[src/rtl/keypad_matrix_emulator.sv]
// 4x4 matrix-keypad emulator: plays one scripted key press per request, with
// LFSR-driven contact bounce on make and break, and answers row_sweep like a passive switch.
module keypad_matrix_emulator #(
  parameter bit          ACTIVE_LOW    = 1'b1,
  parameter int          BOUNCE_CYCLES = 32,
  parameter int          GAP_CYCLES    = 16,
  parameter int          HOLD_W        = 16,
  parameter logic [15:0] LFSR_SEED     = 16'hACE1
) (
  input  logic              clk,
  input  logic              rst,
  input  logic [3:0]        row_sweep,
  output logic [3:0]        column_in,
  input  logic              req_valid,
  output logic              req_ready,
  input  logic [3:0]        req_key,
  input  logic [HOLD_W-1:0] req_hold,
  output logic              contact,
  output logic              busy,
  output logic              done
);

  localparam int GAP_LEN = (GAP_CYCLES < 1) ? 1 : GAP_CYCLES;
  localparam int BNC_W   = $clog2(BOUNCE_CYCLES + 1);
  localparam int GAP_W   = $clog2(GAP_LEN + 1);
  localparam int PH_W    = (BNC_W > GAP_W) ? BNC_W : GAP_W;
  localparam int CNT_W   = (HOLD_W > PH_W) ? HOLD_W : PH_W;

  localparam logic [CNT_W-1:0] BOUNCE_LAST = CNT_W'(BOUNCE_CYCLES - 1);
  localparam logic [CNT_W-1:0] GAP_LAST    = CNT_W'(GAP_LEN - 1);

  typedef enum logic [2:0] {
    S_IDLE,
    S_MAKE,
    S_HOLD,
    S_BREAK,
    S_GAP
  } state_t;

  state_t             r_state;
  logic [3:0]         r_key;
  logic [HOLD_W-1:0]  r_hold;
  logic [CNT_W-1:0]   r_cnt;
  logic [15:0]        r_lfsr;
  logic               r_contact;
  logic               r_busy;
  logic               r_done;

  logic [15:0]        w_lfsr_next;
  logic [CNT_W-1:0]   w_cnt_inc;
  logic [CNT_W-1:0]   w_hold_last;
  logic [3:0]         w_rows_asserted;
  logic [3:0]         w_cols_asserted;

  // Fibonacci LFSR, taps 16,14,13,11 of a right-shifting register.
  assign w_lfsr_next = {r_lfsr[0] ^ r_lfsr[2] ^ r_lfsr[3] ^ r_lfsr[5], r_lfsr[15:1]};
  assign w_cnt_inc   = (r_cnt == '1) ? r_cnt : r_cnt + 1'b1;
  assign w_hold_last = CNT_W'(r_hold) - 1'b1;

  assign req_ready = (r_state == S_IDLE);
  assign contact   = r_contact;
  assign busy      = r_busy;
  assign done      = r_done;

  // NOTE: every register here is updated with <= so all next-state terms read
  // the pre-edge values; blocking assignments would make results order-dependent.
  always_ff @(posedge clk or posedge rst) begin
    if (rst) begin
      r_state   <= S_IDLE;
      r_key     <= '0;
      r_hold    <= '0;
      r_cnt     <= '0;
      r_lfsr    <= LFSR_SEED;
      r_contact <= 1'b0;
      r_busy    <= 1'b0;
      r_done    <= 1'b0;
    end else begin
      r_done <= 1'b0;
      case (r_state)
        S_IDLE: begin
          if (req_valid) begin
            r_key  <= req_key;
            r_hold <= (req_hold == '0) ? HOLD_W'(1) : req_hold;
            r_cnt  <= '0;
            r_busy <= 1'b1;
            if (BOUNCE_CYCLES == 0) begin
              r_state   <= S_HOLD;
              r_contact <= 1'b1;
            end else begin
              r_state   <= S_MAKE;
              r_contact <= r_lfsr[0];
            end
          end
        end
        S_MAKE: begin
          r_lfsr <= w_lfsr_next;
          if (r_cnt == BOUNCE_LAST) begin
            r_state   <= S_HOLD;
            r_cnt     <= '0;
            r_contact <= 1'b1;
          end else begin
            r_cnt     <= w_cnt_inc;
            r_contact <= w_lfsr_next[0];
          end
        end
        S_HOLD: begin
          if (r_cnt == w_hold_last) begin
            r_cnt <= '0;
            if (BOUNCE_CYCLES == 0) begin
              r_state   <= S_GAP;
              r_contact <= 1'b0;
            end else begin
              r_state   <= S_BREAK;
              r_contact <= r_lfsr[0];
            end
          end else begin
            r_cnt <= w_cnt_inc;
          end
        end
        S_BREAK: begin
          r_lfsr <= w_lfsr_next;
          if (r_cnt == BOUNCE_LAST) begin
            r_state   <= S_GAP;
            r_cnt     <= '0;
            r_contact <= 1'b0;
          end else begin
            r_cnt     <= w_cnt_inc;
            r_contact <= w_lfsr_next[0];
          end
        end
        S_GAP: begin
          if (r_cnt == GAP_LAST) begin
            r_state <= S_IDLE;
            r_cnt   <= '0;
            r_busy  <= 1'b0;
            r_done  <= 1'b1;
          end else begin
            r_cnt <= w_cnt_inc;
          end
        end
        default: begin
          r_state   <= S_IDLE;
          r_cnt     <= '0;
          r_contact <= 1'b0;
          r_busy    <= 1'b0;
        end
      endcase
    end
  end

  // Passive switch path: only the pressed key's own row can close its column.
  // NOTE: w_cols_asserted gets a default before the conditional write, so no latch is inferred.
  always_comb begin
    w_rows_asserted = ACTIVE_LOW ? ~row_sweep : row_sweep;
    w_cols_asserted = 4'b0000;
    if (r_contact && w_rows_asserted[r_key[3:2]]) begin
      w_cols_asserted[r_key[1:0]] = 1'b1;
    end
    column_in = ACTIVE_LOW ? ~w_cols_asserted : w_cols_asserted;
  end

endmodule

[config.mk]
export PLATFORM = sky130hd
export DESIGN_NAME = keypad_matrix_emulator
export DESIGN_NICKNAME = d
export VERILOG_FILES = /design/src/rtl/keypad_matrix_emulator.sv
export SDC_FILE = /design/constraint.sdc
export NUM_CORES = 1
export LEC_CHECK = 0
export BUFFER_PORTS_ARGS = -buffer_cell sky130_fd_sc_hd__buf_2
export CORE_MARGIN = 5
export CORE_UTILIZATION = 40
export CTS_BUF_LIST = sky130_fd_sc_hd__clkbuf_4 sky130_fd_sc_hd__clkbuf_8 sky130_fd_sc_hd__clkbuf_16
export CTS_CLUSTER_SIZE = 14
export DETAILED_ROUTE_END_ITERATION = 16
export RECOVER_POWER = 25
export SYNTH_ARGS = -nofsm -noshare
export SYNTH_HDL_FRONTEND = slang
export SYNTH_SLANG_ARGS = --single-unit
export TNS_END_PERCENT = 50
[constraint.sdc]
create_clock -name clk -period 4.1 [get_ports clk]
set_input_delay 0 -clock clk [delete_from_list [all_inputs] [get_ports clk]]
set_output_delay 0 -clock clk [all_outputs]
set_load 0.03 [all_outputs]
==> metrics.md, run 1 <==
| Metric | Value |
|---|---|
| Worst setup EP type | `flip-flop` |
| Via count | `2990` |
| Pin count of the biggest net entering global routing | `59` |
| Root buf cell | `clkbuf_8` |
| Die X | `103.7 um` |
| Clock Tree Buf Depth | `2` |
| Critical path, cell by cell | `inv_1 > ha_1 > or3b_1 > nor4_4 > mux2i_1 > or3_1 > a211oi_1 > or4b_1 > a311o_1` |
| Die height | `103.7 um` |
| Detail Route Antenna Nets | `0` |
| Slowest CP cell | `or4b_1` |
| CP top delay family | `simple AND/OR/NAND/NOR gates` |
| Critical path peak fanout | `7` |
| Clock power share | `25.7%` |
| Synth Flop Type | `dfrtp_1` |
| Sink Count | `58` |
| Yosys reg bits | `58` |
| Share of cells above drive strength 1 | `19.06%` |
| Sequential share of the synthesized area | `41.58%` |
| Die ar. | `10760 um^2` |
| Setup CP Type | `reg2reg` |
| Clock transition at path regs | `0.07 ns` |
| Sw Pwr | `0.0009621 W` |
| Setup violations, final | `0` |
| Initial Utilization | `40.70%` |
| Rows | `34` |
| Iter 0 DRT Violations | `122` |
| Clock skew | `0.009723 ns` |
| Post-synth EDFFs | `0` |
| Area Overhead vs Synth | `17.98%` |
| Design Area, Final | `4146 um^2` |
| Routed WL per cell | `14.76 um` |
| Tightest Pin Transition | `1.031 ns` |
| WHS | `0.06722 ns` |
| Grt ovf | `0` |
| Syn Nets | `428` |
| Pwr Total | `0.002573 W` |
| RSZ-0062 raised after global routing | `false` |
| Mapped Area | `3515 um^2` |
| Post-Route WL | `8.175 mm` |
| Crit-path max cell delay | `0.50 ns` |
| Final cell count without fillers | `554` |
| Worst skew pair latency | `0.34 ns` |
| Hold Path Class | `in2reg` |
| Post-Syn Instances | `399` |
| Synth Warn # | `0` |
| Fillers | `844` |
| Final Hold Fails | `0` |
| DP HPWL | `5.714 mm` |
| Placed Cells | `517` |
| Core ar. | `8636 um^2` |
| Placed standard-cell area | `3692 um^2` |
| Hold path depth | `4` |
| Met3 Resource Use GR | `4.042%` |
| Most Crowded Layer GR | `met2` |
| Via density | `5.397` |
| Remaining DRCs | `0` |
| Synth cell types | `65` |
| Max-cap viol count | `0` |
| P_leak | `1.760 nW` |
| Flop pwr share | `42.5%` |
| Syn_area_per_cell | `8.809 um^2` |
| Worst ir drop on vdd | `0.3144 mV` |
| Pwr dens | `620.5 nW/um^2` |
| GPL Wtd Cong | `0.8840` |
| Antenna violations before repair | `0` |
| Slew Limit Fails | `0` |
| CTS Buf Count | `9` |
| All-layer global routing usage | `15.89%` |
| Logic pwr share | `31.9%` |
| Ports | `35` |
| Final net count | `470` |
| # port buffers | `34` |
| N_diodes | `0` |
| Async SR Flop Fraction | `100.0%` |
| Grt met2 use | `26.23%` |
| Number of global-route vias before repair | `3069` |
| Switching Share | `37.40%` |
| Min Tclk post-route | `3.294 ns` |
| # H-tree levels | `3` |
| First-pass detailed-route iteration total | `7` |
| Fmax | `303.6 MHz` |
| Post_cts resized | `0` |
| Setup TNS | `0 ns` |
| Fin crit share | `80.33%` |
| First-pass GRT wire length | `14.46 mm` |
| Max_slew headroom | `31.28%` |
| Buf/Inv on CP | `1` |
| Number of cells on the critical path | `9` |
| Status | `completed` |
| M1 GR Usage | `20.23%` |
| Worst Path Required | `4.32 ns` |
| Reg2reg path depth | `9` |
| Int Power | `0.001611 W` |
| Startpoint types | `flip-flop` |
| Crit path DAT | `3.51 ns` |
| CTS tree | `yes` |
[kinds of logic (layout without fill, tap and decap cells)]
family | after synthesis | count (layout) | synth area share (%)
compound gates | 73 | 73 | 13.92
xor+xnor | 20 | 20 | 4.984
fa+ha+maj | 2 | 2 | 0.7119
buf+inv | 40 | 87 | 6.301
flops | 58 | 58 | 41.58
mux | 19 | 19 | 6.337
simple gates | 187 | 187 | 26.17
[path summary, 6_finish.rpt]
kind                            from          to  slack, ns
setup / recovery           r_hold[0]     contact       0.81
hold / removal             req_valid    r_cnt[1]       0.07
setup reg to reg           r_hold[0]     contact       0.81
hold reg to reg            r_lfsr[6]   r_lfsr[5]       0.46
max in group asynchronous        rst  r_state[2]       3.24
min in group asynchronous        rst    r_key[0]       0.39
[cell usage after synthesis (all sizes together), types with 2 or more instances]
library cell   instances  share of area (%)
a211oi                 2               0.43
a21boi                 3               0.64
a21oi                  7                1.0
a22oi                  2               0.43
a31oi                  3               0.53
a41oi                  2               0.50
and3                   3               0.57
and4                   2               0.50
buf                    7                1.6
clkbuf                19                2.6
clkdlybuf4s18          2               0.57
dfrtp                 50                 36
dfstp                  8                6.0
ha                     2               0.71
inv                   11                1.2
mux2                  16                5.1
mux2i                  2               0.57
nand2                 85                9.1
nand2b                 4               0.71
nand3                  6               0.85
nand3b                 3               0.64
nand4                  7                1.2
nor2                  29                3.2
nor2b                  6                1.1
nor3                  13                1.9
nor3b                  3               0.64
nor4                  13                2.7
o2111ai                2               0.50
o211ai                11                2.3
o21ai                 21                3.0
o22ai                  5               0.89
o41ai                  4                1.0
or3                    4               0.89
or4                    3               0.75
xnor2                 11                2.7
xor2                   9                2.2
[flip-flops by register name, indices dropped and copies added (netlist names)]
name	cells
busy	1
contact	1
done	1
r_cnt	16
r_hold	16
r_key	4
r_lfsr	16
r_state	3
[tightest hold or removal path, delay by kind of cell]
family	cells	cell delay, ns
simple gates	3	0.22
buf+inv	1	0.14
[layer usage]
metal  vias to the layer above  wire length, um
li1                       1502                -
met1                      1420             3713
met2                        53             4054
met3                        15              308
met4                         0               98
met5                         -                0
[per-stage QoR]
step                      setup WS, ns  util [%]
after floorplan                  1.053         -
after global placement          0.9846     42.76
after detailed placement        0.8555     42.76
after CTS                       0.8155     48.07
after global routing            0.5636     48.02
final                           0.8063     48.02
[power by group through the flow]
stage | Sequential, W | Clock, W | Combinational [W]
floorplan | 0.000940 | 0 | 0.000793
global placement | 0.00109 | 0 | 0.000798
detailed placement | 0.00110 | 0 | 0.000807
CTS | 0.00109 | 0.000677 | 0.000826
global route | 0.00114 | 0.000703 | 0.000931
finish | 0.00109 | 0.000660 | 0.000820
[timing repair]
item | in CTS | in global routing
buffers inserted | 0 | 0
endpoints found under the hold margin | 70 | 0
hold buffers | 21 | 0
setup endpoints to repair | 0 | 0
[final cells by class]
| cell class | count | area (um^2) | area share [%] |
|---|---|---|---|
| clock buffers | 9 | 123.9 | 2.987 |
| clock inverters | 7 | 125.1 | 3.017 |
| inverters | 11 | 41.29 | 0.9958 |
| multi-input cells | 301 | 1847 | 44.54 |
| flip-flops and latches | 58 | 1461 | 35.24 |
| well taps | 108 | 135.1 | 3.259 |
| repair buffers | 60 | 412.9 | 9.958 |
[cells in the final DEF, fill, tap and decap left out, drive strengths merged, types with 3 or more instances in the layout]
cell	instances
inv	11
o22ai	5
clkinv	4
and3	3
nor3	13
dfstp	8
a31oi	3
o21ai	21
clkbuf	13
bufinv	3
o211ai	11
dfrtp	50
or3	4
nand4	7
xnor2	11
a21boi	3
buf	35
nand2b	4
xor2	9
dlygate4sd3	21
nand3b	3
nor2b	6
nor2	29
nand2	85
or4	3
mux2	16
o41ai	4
a21oi	7
nor3b	3
nor4	13
nand3	6
Note: power is estimated with default switching activity, not from simulation.
==> run 2: changes to the inputs <==
==> constraint.sdc (replaced) <==
create_clock -name clk -period 3 [get_ports clk]
set_input_delay 0 -clock clk [delete_from_list [all_inputs] [get_ports clk]]
set_output_delay 0 -clock clk [all_outputs]
set_load 0.03 [all_outputs]
==> metrics.md, run 2 (synthesized netlist as in run 1, its figures left out) <==
| Metric | Value |
|---|---|
| Pin count of the biggest net entering global routing | `38 (-36%)` |
| Die height | `103.7 um (unchanged)` |
| Core ar. | `8636 um^2 (unchanged)` |
| Placed standard-cell area | `3819 um^2 (+3.4%)` |
| Hold path depth | `4 (unchanged)` |
| Logic pwr share | `40.0% (+8.1 points)` |
| Iter 0 DRT Violations | `215 (+76%)` |
| Root buf cell | `clkbuf_8` |
| First-pass GRT wire length | `14.17 mm (-2.0%)` |
| Final Hold Fails | `0 (unchanged)` |
| Initial Utilization | `40.70% (unchanged)` |
| Sink Count | `58 (unchanged)` |
| Detail Route Antenna Nets | `0 (unchanged)` |
| Slew Limit Fails | `0 (unchanged)` |
| All-layer global routing usage | `15.79% (-0.10 points)` |
| # H-tree levels | `3 (unchanged)` |
| Hold Path Class | `in2reg` |
| Hold Crit Start | `req_valid` |
| Fin crit share | `97.06% (+17 points)` |
| Routed WL per cell | `14.84 um (+0.57%)` |
| Commonest non-fill, non-tap cell in the layout | `nand2_1` |
| GPL Wtd Cong | `0.8651 (-2.1%)` |
| Worst skew pair latency | `0.34 ns (about the same)` |
| Critical path peak fanout | `3 (-4)` |
| Util after Layout | `49.32% (+1.3 points)` |
| Max-cap viol count | `0 (unchanged)` |
| N_diodes | `0 (unchanged)` |
| Design Area, Final | `4259 um^2 (+2.7%)` |
| Worst setup EP type | `flip-flop` |
| Flop pwr share | `41.2% (-1.3 points)` |
| Startpoint types | `flip-flop` |
| Post-Route WL | `8.518 mm (+4.2%)` |
| Clock Tree Buf Depth | `2 (unchanged)` |
| Die X | `103.7 um (unchanged)` |
| First-pass detailed-route iteration total | `4 (-3)` |
| # port buffers | `34 (unchanged)` |
| Worst ir drop on vdd | `0.3897 mV (+24%)` |
| R2r setup slk | `0.09 ns (-0.72 ns)` |
| P_leak | `1.837 nW (+4.4%)` |
| Status | `completed` |
| Fmax | `343.4 MHz (+13%)` |
| Setup violations, final | `0 (unchanged)` |
| Commonest non-fill, non-tap cells in the layout | `nand2_1 (85), dfrtp_1 (50), buf_2 (32)` |
| Hold Path End | `r_cnt[1]` |
| Sw Pwr | `0.001375 W (+43%)` |
| Switching Share | `40.03% (+2.6 points)` |
| Ports | `35 (unchanged)` |
| Area Overhead vs Synth | `21.18%` |
| CTS Buf Count | `9 (unchanged)` |
| Remaining DRCs | `0 (unchanged)` |
| DP HPWL | `6.211 mm (+8.7%)` |
| Tightest Pin Transition | `1.350 ns (+0.3192 ns)` |
| Number of global-route vias before repair | `2909 (-5.2%)` |
| Worst r2r src | `r_hold[0]` |
| Die ar. | `10760 um^2 (unchanged)` |
| Pwr dens | `806.5 nW/um^2 (+30%)` |
| Worst Path Required | `3.22 ns (-1.10 ns)` |
| CTS tree | `yes` |
| Top flop regs | `r_cnt: 16 flops, r_hold: 16 flops, r_lfsr: 16 flops` |
| Critical R2R Capture | `contact` |
| Via count | `3061 (+2.4%)` |
| Clock transition at path regs | `0.07 ns (about the same)` |
| Reg2reg path depth | `10 (+1)` |
| Min Tclk post-route | `2.912 ns (-0.3818 ns)` |
| Max_slew headroom | `9.906% (-21 points)` |
| Rows | `34 (unchanged)` |
| Crit path DAT | `3.13 ns (-0.38 ns)` |
| Clock power share | `18.7% (-7.0 points)` |
| Via density | `5.333 (-1.2%)` |
| Clock skew | `0.01025 ns (+0.0005314 ns)` |
| Antenna violations before repair | `0 (unchanged)` |
| Grt ovf | `0 (unchanged)` |
| Final net count | `490 (+4.3%)` |
| Pwr Total | `0.003435 W (+34%)` |
| Share of cells above drive strength 1 | `24.68% (+5.6 points)` |
| Setup CP Type | `reg2reg` |
| Int Power | `0.002060 W (+28%)` |
| Worst setup startpoint | `r_hold[0]` |
==> run 2: metal layers <==
| metal | vias up | GRT usage [%] | share of wire (%) |
|---|---|---|---|
| met1 | 1457 | 20.17 | 45 |
| li1 | 1538 | - | - |
| met4 | 0 | 3.885 | 0.90 |
| met5 | - | 0 | 0 |
| met3 | 8 | 3.918 | 4.2 |
| met2 | 58 | 26.78 | 50 |
==> run 2: through the flow <==
stage | cells | setup slack, ns | setup TNS [ns] | hold slack [ns]
CTS | 572 | 0.05049 | 0 | 0.02174
detailed placement | 535 | 0.07287 | 0 | 0.1837
finish | 574 | 0.08809 | 0 | 0.03314
floorplan | 399 | 0.02890 | 0 | 0.1168
global route | 574 | -0.003121 | -0.003121 | 0.04523
global placement | 535 | 0.1374 | 0 | 0.1807
==> run 2: critical path, cell delays in order (launching register included) <==
cell and delay [ns]:
dfrtp_1 0.38, inv_1 0.09, ha_4 0.14, or3b_4 0.40, nor4_4 0.30, buf_4 0.17, xor2_1 0.06, o31a_1 0.27
a211oi_2 0.22, or4b_4 0.49, a311o_1 0.28
==> run 2: power by group through the flow <==
stage          Sequential (W)  Clock [W]  Combinational, W
6_report              0.00142   0.000642           0.00138
3_5_place_dp          0.00143          0           0.00131
4_1_cts               0.00141   0.000666           0.00134
3_3_place_gp          0.00142          0           0.00129
2_1_floorplan         0.00128          0           0.00108
5_1_grt               0.00147   0.000697           0.00152
==> run 2: final cells by class <==
type | count | area, um^2
Sequential cell | 58 | 1461
Multi-Input combinational cell | 301 | 1876
Tap cell | 108 | 135.1
Fill cell | 829 | 4377
Inverter | 11 | 41.29
Timing Repair Buffer | 80 | 565.5
Clock buffer | 9 | 123.9
Clock inverter | 7 | 56.30
==> run 2: worst max-delay path by stage <==
stage	endpoint	cells past startpoint
floorplan	contact	10
global placement	contact	9
detailed placement	contact	9
CTS	contact	9
global route	contact	10
finish	contact	10
==> run 2: what timing repair did <==
| action | CTS | global route |
|---|---|---|
| hold buffers | 21 | 0 |
| buffers inserted | 0 | 2 |
| gates resized for setup | 0 | 10 |
| endpoints found under the setup margin | 0 | 12 |
| endpoints found under the hold margin | 49 | 0 |
